`config.mk`:
```
export PLATFORM = sky130hd
export DESIGN_NAME = pll_mdrp_ctrl_flat
export DESIGN_NICKNAME = d
export VERILOG_FILES = /design/src/rtl/pll_mdrp_ctrl_if.sv /design/src/rtl/pll_mdrp_ctrl.sv /design/src/flat_wrapper.sv
export SDC_FILE = /design/constraint.sdc
export NUM_CORES = 1
export LEC_CHECK = 0
export ABC_AREA = 1
export ABC_CLOCK_PERIOD_IN_PS = 2290
export BUFFER_PORTS_ARGS = -buffer_cell sky130_fd_sc_hd__buf_2
export CAP_MARGIN = 15
export CORE_UTILIZATION = 40
export DETAILED_ROUTE_END_ITERATION = 8
export MAX_ROUTING_LAYER = met4
export PLACE_DENSITY = 0.64
export SLEW_MARGIN = 30
export SYNTH_ARGS = -nofsm -noshare
export SYNTH_HDL_FRONTEND = slang
export SYNTH_SLANG_ARGS = --single-unit
```
`constraint.sdc`:
```
create_clock -name clk -period 2.29 [get_ports clk]
set_input_delay 0.229 -clock clk [delete_from_list [all_inputs] [get_ports clk]]
set_output_delay 0.229 -clock clk [all_outputs]
set_load 0.05 [all_outputs]
```
`src/rtl/pll_mdrp_ctrl_if.sv`:
```
// Host command/data bus for the PLL MDRP controller.
// master = board control logic, slave = pll_mdrp_ctrl.
interface pll_mdrp_ctrl_if;
  logic       cmd_valid;
  logic       cmd_ready;
  logic       cmd_write;
  logic [7:0] cmd_addr;
  logic [3:0] cmd_len;
  logic       cmd_relock;
  logic       wr_valid;
  logic       wr_ready;
  logic [7:0] wr_data;
  logic       rd_valid;
  logic [7:0] rd_data;
  logic       done;
  logic       err_timeout;
  logic       busy;

  modport master (
    output cmd_valid, cmd_write, cmd_addr,
    output cmd_len, cmd_relock,
    output wr_valid, wr_data,
    input  cmd_ready, wr_ready,
    input  rd_valid, rd_data,
    input  done, err_timeout, busy
  );

  modport slave (
    input  cmd_valid, cmd_write, cmd_addr,
    input  cmd_len, cmd_relock,
    input  wr_valid, wr_data,
    output cmd_ready, wr_ready,
    output rd_valid, rd_data,
    output done, err_timeout, busy
  );
endinterface

```
`src/rtl/pll_mdrp_ctrl.sv`:
```
// PLL MDRP initiator: host burst read/write -> MDRP opcodes,
// optional PLL reset/relock. Ports: clk, rst_n, host (slave
// modport: cmd/wr/rd/done/err_timeout/busy), mdopc/mdainc/mdwdi
// to the PLL, mdrdo from it, pll_reset out, pll_lock in (async).
module pll_mdrp_ctrl #(
  parameter int RD_LATENCY   = 1,
  parameter int RESET_CYCLES = 16,
  parameter int LOCK_TIMEOUT = 65535
) (
  input  logic                  clk,
  input  logic                  rst_n,
  pll_mdrp_ctrl_if.slave        host,
  output logic [1:0]            mdopc,
  output logic                  mdainc,
  output logic [7:0]            mdwdi,
  input  logic [7:0]            mdrdo,
  output logic                  pll_reset,
  input  logic                  pll_lock
);

  localparam logic [1:0] OP_NOP = 2'b00;
  localparam logic [1:0] OP_WR  = 2'b01;
  localparam logic [1:0] OP_RD  = 2'b10;
  localparam logic [1:0] OP_AL  = 2'b11;

  localparam logic [15:0] RD_LAST  = 16'(RD_LATENCY - 1);
  localparam logic [15:0] RST_LAST = 16'(RESET_CYCLES - 1);
  localparam logic [15:0] LOCK_MAX = 16'(LOCK_TIMEOUT);

  typedef enum logic [3:0] {
    S_IDLE,
    S_ADDR,
    S_WR_WAIT,
    S_WR_ISSUE,
    S_RD_ISSUE,
    S_RD_WAIT,
    S_POST,
    S_PLL_RST,
    S_LOCK_WAIT,
    S_DONE
  } state_t;

  state_t      state_q, state_d;
  logic [3:0]  cnt_q, cnt_d;
  logic [15:0] tmr_q, tmr_d;
  logic        write_q, write_d;
  logic        relock_q, relock_d;
  logic [1:0]  sync_q;
  logic        lock_s;

  logic        cmd_ready_q, cmd_ready_d;
  logic        wr_ready_q, wr_ready_d;
  logic        rd_valid_q, rd_valid_d;
  logic [7:0]  rd_data_q, rd_data_d;
  logic        done_q, done_d;
  logic        err_q, err_d;
  logic        busy_q, busy_d;
  logic [1:0]  mdopc_q, mdopc_d;
  logic        mdainc_q, mdainc_d;
  logic [7:0]  mdwdi_q, mdwdi_d;
  logic        pll_reset_q, pll_reset_d;

  assign lock_s = sync_q[1];

  always_comb begin
    state_d   = state_q;
    cnt_d     = cnt_q;
    tmr_d     = tmr_q;
    write_d   = write_q;
    relock_d  = relock_q;
    err_d     = err_q;
    rd_data_d = rd_data_q;
    mdwdi_d   = mdwdi_q;
    mdopc_d   = OP_NOP;
    rd_valid_d = 1'b0;

    unique case (state_q)
      S_IDLE: begin
        if (host.cmd_valid && cmd_ready_q) begin
          write_d  = host.cmd_write;
          relock_d = host.cmd_relock;
          cnt_d    = host.cmd_len;
          err_d    = 1'b0;
          mdwdi_d  = host.cmd_addr;
          mdopc_d  = OP_AL;
          state_d  = S_ADDR;
        end
      end
      S_ADDR: begin
        if (write_q) begin
          state_d = S_WR_WAIT;
        end else begin
          mdopc_d = OP_RD;
          state_d = S_RD_ISSUE;
        end
      end
      S_WR_WAIT: begin
        if (host.wr_valid && wr_ready_q) begin
          mdopc_d = OP_WR;
          mdwdi_d = host.wr_data;
          state_d = S_WR_ISSUE;
        end
      end
      S_WR_ISSUE: begin
        if (cnt_q == 4'd0) begin
          state_d = S_POST;
        end else begin
          cnt_d   = cnt_q - 4'd1;
          state_d = S_WR_WAIT;
        end
      end
      S_RD_ISSUE: begin
        tmr_d   = 16'd0;
        state_d = S_RD_WAIT;
      end
      S_RD_WAIT: begin
        if (tmr_q == RD_LAST) begin
          // last wait cycle: mdrdo holds this beat's data
          rd_valid_d = 1'b1;
          rd_data_d  = mdrdo;
          if (cnt_q == 4'd0) begin
            state_d = S_POST;
          end else begin
            cnt_d   = cnt_q - 4'd1;
            mdopc_d = OP_RD;
            state_d = S_RD_ISSUE;
          end
        end else begin
          tmr_d = tmr_q + 16'd1;
        end
      end
      S_POST: begin
        if (relock_q) begin
          tmr_d   = 16'd0;
          state_d = S_PLL_RST;
        end else begin
          state_d = S_DONE;
        end
      end
      S_PLL_RST: begin
        if (tmr_q == RST_LAST) begin
          tmr_d   = 16'd0;
          state_d = S_LOCK_WAIT;
        end else begin
          tmr_d = tmr_q + 16'd1;
        end
      end
      S_LOCK_WAIT: begin
        if (lock_s) begin
          state_d = S_DONE;
        end else if (tmr_q == LOCK_MAX) begin
          err_d   = 1'b1;
          state_d = S_DONE;
        end else begin
          tmr_d = tmr_q + 16'd1;
        end
      end
      S_DONE: begin
        state_d = S_IDLE;
      end
      default: begin
        state_d = S_IDLE;
      end
    endcase

    // cnt_d already reflects the beat being issued
    mdainc_d    = (mdopc_d == OP_WR || mdopc_d == OP_RD)
                  && (cnt_d != 4'd0);
    cmd_ready_d = (state_d == S_IDLE);
    wr_ready_d  = (state_d == S_WR_WAIT);
    busy_d      = (state_d != S_IDLE);
    pll_reset_d = (state_d == S_PLL_RST);
    done_d      = (state_d == S_DONE);
  end

  always_ff @(posedge clk or negedge rst_n) begin
    if (!rst_n) begin
      state_q     <= S_IDLE;
      cnt_q       <= 4'd0;
      tmr_q       <= 16'd0;
      write_q     <= 1'b0;
      relock_q    <= 1'b0;
      sync_q      <= 2'b00;
      cmd_ready_q <= 1'b0;
      wr_ready_q  <= 1'b0;
      rd_valid_q  <= 1'b0;
      rd_data_q   <= 8'd0;
      done_q      <= 1'b0;
      err_q       <= 1'b0;
      busy_q      <= 1'b0;
      mdopc_q     <= OP_NOP;
      mdainc_q    <= 1'b0;
      mdwdi_q     <= 8'd0;
      pll_reset_q <= 1'b0;
    end else begin
      state_q     <= state_d;
      cnt_q       <= cnt_d;
      tmr_q       <= tmr_d;
      write_q     <= write_d;
      relock_q    <= relock_d;
      sync_q      <= {sync_q[0], pll_lock};
      cmd_ready_q <= cmd_ready_d;
      wr_ready_q  <= wr_ready_d;
      rd_valid_q  <= rd_valid_d;
      rd_data_q   <= rd_data_d;
      done_q      <= done_d;
      err_q       <= err_d;
      busy_q      <= busy_d;
      mdopc_q     <= mdopc_d;
      mdainc_q    <= mdainc_d;
      mdwdi_q     <= mdwdi_d;
      pll_reset_q <= pll_reset_d;
    end
  end

  assign host.cmd_ready   = cmd_ready_q;
  assign host.wr_ready    = wr_ready_q;
  assign host.rd_valid    = rd_valid_q;
  assign host.rd_data     = rd_data_q;
  assign host.done        = done_q;
  assign host.err_timeout = err_q;
  assign host.busy        = busy_q;
  assign mdopc            = mdopc_q;
  assign mdainc           = mdainc_q;
  assign mdwdi            = mdwdi_q;
  assign pll_reset        = pll_reset_q;

endmodule

```
`src/flat_wrapper.sv`:
```
// flat-port wrapper written by rule: the top's interface ports become plain ports
module pll_mdrp_ctrl_flat 
#(
  parameter int RD_LATENCY   = 1,
  parameter int RESET_CYCLES = 16,
  parameter int LOCK_TIMEOUT = 65535
)
  (clk, rst_n, mdopc, mdainc, mdwdi, mdrdo, pll_reset, pll_lock, host_cmd_valid, host_cmd_write, host_cmd_addr, host_cmd_len, host_cmd_relock, host_wr_valid, host_wr_data, host_cmd_ready, host_wr_ready, host_rd_valid, host_rd_data, host_done, host_err_timeout, host_busy);
  pll_mdrp_ctrl_if host_i ();
  input  logic clk;
  input  logic rst_n;
  output logic [1:0] mdopc;
  output logic mdainc;
  output logic [7:0] mdwdi;
  input  logic [7:0] mdrdo;
  output logic pll_reset;
  input  logic pll_lock;
  input wire logic [$bits(host_i.cmd_valid)-1:0] host_cmd_valid;
  input wire logic [$bits(host_i.cmd_write)-1:0] host_cmd_write;
  input wire logic [$bits(host_i.cmd_addr)-1:0] host_cmd_addr;
  input wire logic [$bits(host_i.cmd_len)-1:0] host_cmd_len;
  input wire logic [$bits(host_i.cmd_relock)-1:0] host_cmd_relock;
  input wire logic [$bits(host_i.wr_valid)-1:0] host_wr_valid;
  input wire logic [$bits(host_i.wr_data)-1:0] host_wr_data;
  output wire logic [$bits(host_i.cmd_ready)-1:0] host_cmd_ready;
  output wire logic [$bits(host_i.wr_ready)-1:0] host_wr_ready;
  output wire logic [$bits(host_i.rd_valid)-1:0] host_rd_valid;
  output wire logic [$bits(host_i.rd_data)-1:0] host_rd_data;
  output wire logic [$bits(host_i.done)-1:0] host_done;
  output wire logic [$bits(host_i.err_timeout)-1:0] host_err_timeout;
  output wire logic [$bits(host_i.busy)-1:0] host_busy;
  assign host_i.cmd_valid = host_cmd_valid;
  assign host_i.cmd_write = host_cmd_write;
  assign host_i.cmd_addr = host_cmd_addr;
  assign host_i.cmd_len = host_cmd_len;
  assign host_i.cmd_relock = host_cmd_relock;
  assign host_i.wr_valid = host_wr_valid;
  assign host_i.wr_data = host_wr_data;
  assign host_cmd_ready = host_i.cmd_ready;
  assign host_wr_ready = host_i.wr_ready;
  assign host_rd_valid = host_i.rd_valid;
  assign host_rd_data = host_i.rd_data;
  assign host_done = host_i.done;
  assign host_err_timeout = host_i.err_timeout;
  assign host_busy = host_i.busy;
  pll_mdrp_ctrl #(.RD_LATENCY(RD_LATENCY), .RESET_CYCLES(RESET_CYCLES), .LOCK_TIMEOUT(LOCK_TIMEOUT)) u_core (.clk(clk), .rst_n(rst_n), .host(host_i), .mdopc(mdopc), .mdainc(mdainc), .mdwdi(mdwdi), .mdrdo(mdrdo), .pll_reset(pll_reset), .pll_lock(pll_lock));
endmodule
```
; ---- Word-level counts from Yosys, hierarchy flattened
; Index checks and enable logic that the tools add are counted.
[op_classes]
reduce_logical = 18
add_sub_neg = 2
muxes = 36
eq_ne = 22
[op_table]
columns = op, n
row1 = $mux W16, 5
row2 = $pmux W16 S5, 1
row3 = $mux W4, 10
row4 = $pmux W4 S9, 1
row5 = $eq A4 B3 Y1 const B, 5
row6 = $add A16 B1 Y16 const B, 1
row7 = $eq A16 B16 Y1 const B, 1
row8 = $eq A16 B4 Y1 const B, 1
row9 = $logic_not A16 Y1, 1
row10 = $mux W8, 2
row11 = $pmux W8 S2, 1
row12 = $eq A4 B2 Y1 const B, 3
row13 = $logic_not A4 Y1, 3
row14 = $pmux W4 S3, 1
row15 = $mux W2, 5
row16 = $eq A4 B4 Y1 const B, 2
row17 = $ne A2 B1 Y1 const B, 4
row18 = $pmux W2 S4, 1
row19 = $reduce_bool A4 Y1, 2
row20 = $mux W1, 6
row21 = $mux W3, 2
row22 = $ne A2 B2 Y1 const B, 3
row23 = $reduce_and A5 Y1, 1
row24 = $reduce_bool A5 Y1, 1
row25 = other kinds (11), 15
[word_totals]
in_bits = 35
reg_bits = 54

; ---- Longest topological paths before layout
[logic_depth]
word_depth = 7
ltp_mapped = 12
mapped_depth_nobuf = 12

; ---- Worst setup path before layout
; Ideal clock, no wire load.
[synth_path]
kind = register to register
startpoint = register u_core.cmd_ready_q (netlist: u_core.host.cmd_ready)
endpoint = register u_core.cmd_ready_q (netlist: u_core.host.cmd_ready)
t_arrival_ns = 1.592
path_stages_with_launch = 10
slack_ns = 0.568
required_time_ns = 2.160
n_path_buf = 0
cell_sequence = dfrtp_1 nand2_1 nor2_2 inv_2 nand2_4 nor2_2 nand4_1 nand2_1 nand2_1 nor2_1
[synth_between]
elab_chain_cells = 4
[synth_rtl]
columns = item, line_no
row1 = "start, declared", pll_mdrp_ctrl.sv:51  ; logic cmd_ready_q, cmd_ready_d;
row2 = "start signal, assigned", pll_mdrp_ctrl.sv:202  ; cmd_ready_q <= cmd_ready_d;
row3 = $logic_and A1 B1 Y1, pll_mdrp_ctrl.sv:79  ; if (host.cmd_valid && cmd_ready_q) begin
row4 = $mux W4, pll_mdrp_ctrl.sv:79
row5 = $pmux W4 S9, pll_mdrp_ctrl.sv:77  ; unique case (state_q)
row6 = $logic_not A4 Y1, pll_mdrp_ctrl.sv:169  ; cmd_ready_d = (state_d == S_IDLE);
row7 = net u_core.cmd_ready_d, pll_mdrp_ctrl.sv:51
; The timed path passes the listed nets, and every way through them passes these cells.
; A chain may end at the register's enable or synchronous reset.

; ---- Worst setup path after layout
[layout_path]
startpoint = register u_core.tmr_q[0]
endpoint = register u_core.tmr_q[4]
[layout_between]
elab_chain_cells = 4
word_cells_on_any_way = 12
cone_classes = 1 x add/sub / 4 x eq/ne / 5 x mux / 2 x reduce/logical
[layout_rtl]
columns = item, line_no
row1 = "start, declared", pll_mdrp_ctrl.sv:45  ; logic [15:0] tmr_q, tmr_d;
row2 = "start signal, assigned", pll_mdrp_ctrl.sv:198  ; tmr_q <= tmr_d;
row3 = $add A16 B1 Y16, "pll_mdrp_ctrl.sv:129, pll_mdrp_ctrl.sv:145, pll_mdrp_ctrl.sv:155"
row4 = $mux W16, pll_mdrp_ctrl.sv:151  ; end else if (tmr_q == LOCK_MAX) begin
row5 = $mux W16, pll_mdrp_ctrl.sv:149  ; if (lock_s) begin
row6 = $pmux W16 S5, pll_mdrp_ctrl.sv:77
; Parallel ways exist; a longest one is shown, timed or not. The select of a mux whose other input is x is not followed.

==> impl_metrics.py <==
metrics = {
    "outcome": {
        "status": "finished clean",
    },
    "power_and_ir_drop": {
        "max-vdd-ir-drop_mv": 0.802,
        "p_sw_share_pct": 52.0,
        "finalPower_uw": 4470,
        "cellPowerDensity_nw_per_um2": 1270,
        "p_leak_uw": 0.00181,
        "p_clk_share_pct": 12.4,
        "comb_power_share_pct": 55.4,
        "internal_power_uw": 2140,
        "seqPwrFrac_pct": 32.2,
        "power_switching_uw": 2330,
    },
    "final_layout": {
        "finalNetCount": 495,
        "post-route-util_pct": 48.5,
        "fill_cells": 715,
        "syn2layout_area_growth_pct": 17.5,
        "diodes": 0,
        "post_route_cells_drive_above_1_share_pct": 22.3,
    },
    "global_route": {
        "grt_overflow_total": 0,
        "grt_first_pass_wirelength_mm": 11.2,
        "grt_max_degree": 55,
        "grt_pass1_vias": 2454,
        "grt_usage_pct": 18.8,
        "antenna_found_initial": 0,
    },
    "floorplan": {
        "core-area_um2": 7250,
        "die_y_um": 88.5,
        "start_util_pct": 41.3,
        "top_level_ports": 61,
        "die_w_um": 88.5,
        "die_area_um2": 7830,
        "rows": 31,
    },
    "yosys": {
        "ys_types": 34,
        "ys_seq_area_share_pct": 45.2,
        "async_reset_ff_share_pct": 100,
        "synth_top_area_share_pct": 45.2,
        "synth_area_leaders": "dfrtp_1 (45%), nand2_1 (14%), inv_1 (5.5%)",
        "syn_area_per_cell_um2": 7.69,
        "yosysTopAreaCell": "dfrtp_1",
        "synth-main-ff-cell": "dfrtp_1",
        "yosys_warnings": 0,
        "syn-num-nets": 427,
        "netlist_area_um2": 2990,
        "synthTopCellsByCount": "nand2_1 (114), dfrtp_1 (54), inv_1 (44)",
        "synth_seq_cells": 54,
        "synth-edff-count": 0,
        "yosysMostFrequentCell": "nand2_1",
        "netlist_instances": 389,
    },
    "placed_design": {
        "port_buffers": 60,
        "dp_slack_ns": 0.175,
        "place_congestion": 0.863,
        "hpwlAfterDp_mm": 5.18,
    },
    "critical_path": {
        "worstReg2RegStart": "u_core.tmr_q[0]$_DFFE_PN0P_",
        "crit_type": "reg2reg",
        "path_max_fanout": 11,
        "cp_data_arrival_time_ns": 2.24,
        "start_kind": "register",
        "critPathLaunch": "u_core.tmr_q[0]$_DFFE_PN0P_",
        "crit_required_ns": 2.53,
        "critPathCaptureType": "register",
    },
    "sta": {
        "fin_skew_ns": 0.00398,
        "maxSlewViolCount": 0,
        "relSlewSlack_pct": 54.5,
        "period_share_pct": 87.1,
        "finalSetupViolCount": 0,
        "layout_min_cycle_time_ns": 1.99,
        "max_freq_mhz": 501,
        "worst_slack_ns": 0.295,
        "hold_violations": 0,
        "fin_tns_setup_ns": 0,
        "rsz0062_at_grt": "no",
        "tightest_slew_ns": 0.683,
    },
    "clocking": {
        "cts_resized": 0,
        "cts_buffers": 5,
        "root_buffer": "clkbuf_8",
        "h-tree-depth": 2,
        "clkSinkCount": 54,
        "clock_latency_ns": 0.31,
        "clk_path_buf_depth": 2,
        "clk_pin_slew_ns": 0.10,
        "hold_buffers": 0,
        "cts_tree": "built",
        "post_cts_buffers": 0,
    },
    "run": {
        "max_cap_viol_count": 0,
    },
    "hold_path": {
        "hp-start": "pll_lock",
        "min-delay-path-class": "in2reg",
    },
    "route": {
        "avgViaCountPerCell": 4.86,
        "wl_mm": 6.80,
        "first_iter_violations": 106,
        "antenna_left": 0,
        "post_drt_wl_per_cell_um": 12.2,
        "drc": 0,
        "dr.pass1.iters": 5,
        "vias": 2706,
    },
}
## area by class of cell
class,count,area [um2],share of cell area (%)
multi-input cells,282,1420,40.4
flip-flops and latches,54,1350,38.4
repair buffers,66,345,9.82
inverters,48,183,5.19
well taps,99,124,3.52
clock buffers,5,68.8,1.96
clock inverters,3,25.0,0.711
## logic make-up (layout without fill, tap and decap cells)
kind of cell             count (synthesis)  after routing  synth area share [%]
AND/OR/NAND/NOR                        226            226                  34.4
flip-flops                              54             54                  45.2
buffers and inverters                   53            122                  7.65
AO/OA/AOI/OAI                           46             46                  9.28
XOR/XNOR                                 5              5                  1.46
adder cells (fa/ha/maj)                  3              3                  1.25
multiplexers                             2              2                 0.752
## cell usage in the layout (no fill, tap or decap), types with 2 or more instances in the layout
cell type and n:
o21ai_0 13, o211ai_1 5, buf_2 60, dfrtp_1 54, nor2_1 42, ha_1 3
nand2_2 4, a21oi_1 13, buf_4 6, clkbuf_8 5, inv_2 2, nand2_4 2
nand4_1 10, nand2_1 114, nor3_2 3, xor2_1 5, a31oi_1 8, nor2_2 7
nor2_4 2, nand3_2 2, nand3_1 28, nand3b_1 2, mux2_2 2, a21boi_1 3
nor3_1 8, inv_1 44
## critical path, cell delays in order, from the launching register on
cell,delay [ns]
dfrtp_1,0.39
inv_1,0.13
ha_1,0.19
nand3_1,0.08
nor2_1,0.28
nand3_4,0.11
nand3_2,0.10
inv_1,0.07
nand2_1,0.30
o21ai_0,0.14
a21boi_1,0.13
## power by group through the flow
stage                     Sequential, uW  Combinational, uW  Clock (uW)
after global placement              1450               2450           0
after global routing                1480               2740         609
final                               1440               2480         554
after floorplan                     2110               1280           0
after detailed placement            1450               2480           0
after CTS                           1440               2480         579
## sequential cells by signal, indices dropped and copies added, names as in the netlist
name,flops
u_core.host.cmd_ready,1
u_core.host.rd_data,8
u_core.mdwdi,8
u_core.host.busy,1
u_core.host.wr_ready,1
u_core.host.rd_valid,1
u_core.host.err_timeout,1
u_core.host.done,1
u_core.state_q,4
u_core.write_q,1
u_core.mdopc,2
u_core.cnt_q,4
u_core.pll_reset,1
u_core.relock_q,1
u_core.mdainc,1
u_core.sync_q,2
u_core.tmr_q,16
## layer usage
metal / share of wire, % / track usage [%] / routed length, um / up-vias
li1: - / - / - / 1392
met1: 49 / 25.4 / 3310 / 1237
met2: 46 / 29.5 / 3110 / 68
met3: 4.2 / 2.71 / 288 / 9
met4: 1.4 / 5.57 / 97 / 0
met5: 0 / - / 0 / -
## worst paths after layout
kind / endpoint / cells after the start / slack [ns]
max: u_core.tmr_q[4]$_DFFE_PN0P_ / 10 / 0.30
min: u_core.sync_q[0]$_DFF_PN0_ / 1 / 0.02
max reg2reg: u_core.tmr_q[4]$_DFFE_PN0P_ / 10 / 0.30
min reg2reg: u_core.sync_q[1]$_DFF_PN0_ / 0 / 0.37
max in group asynchronous: u_core.mdwdi[1]$_DFFE_PN0P_ / 2 / 1.80
min in group asynchronous: u_core.tmr_q[15]$_DFFE_PN0P_ / 2 / 0.03
## metrics by stage
| stage | cell area, um2 | std cells | hold WS [ns] |
|---|---|---|---|
| after floorplan | 2990 | 389 | -0.0666 |
| final | 3520 | 557 | 0.0193 |
| after global placement | 3420 | 549 | 0.340 |
| after global routing | 3520 | 557 | 0.00382 |
| after CTS | 3510 | 557 | 0.00734 |
| after detailed placement | 3420 | 549 | 0.339 |
(Power assumes the default switching activity.)
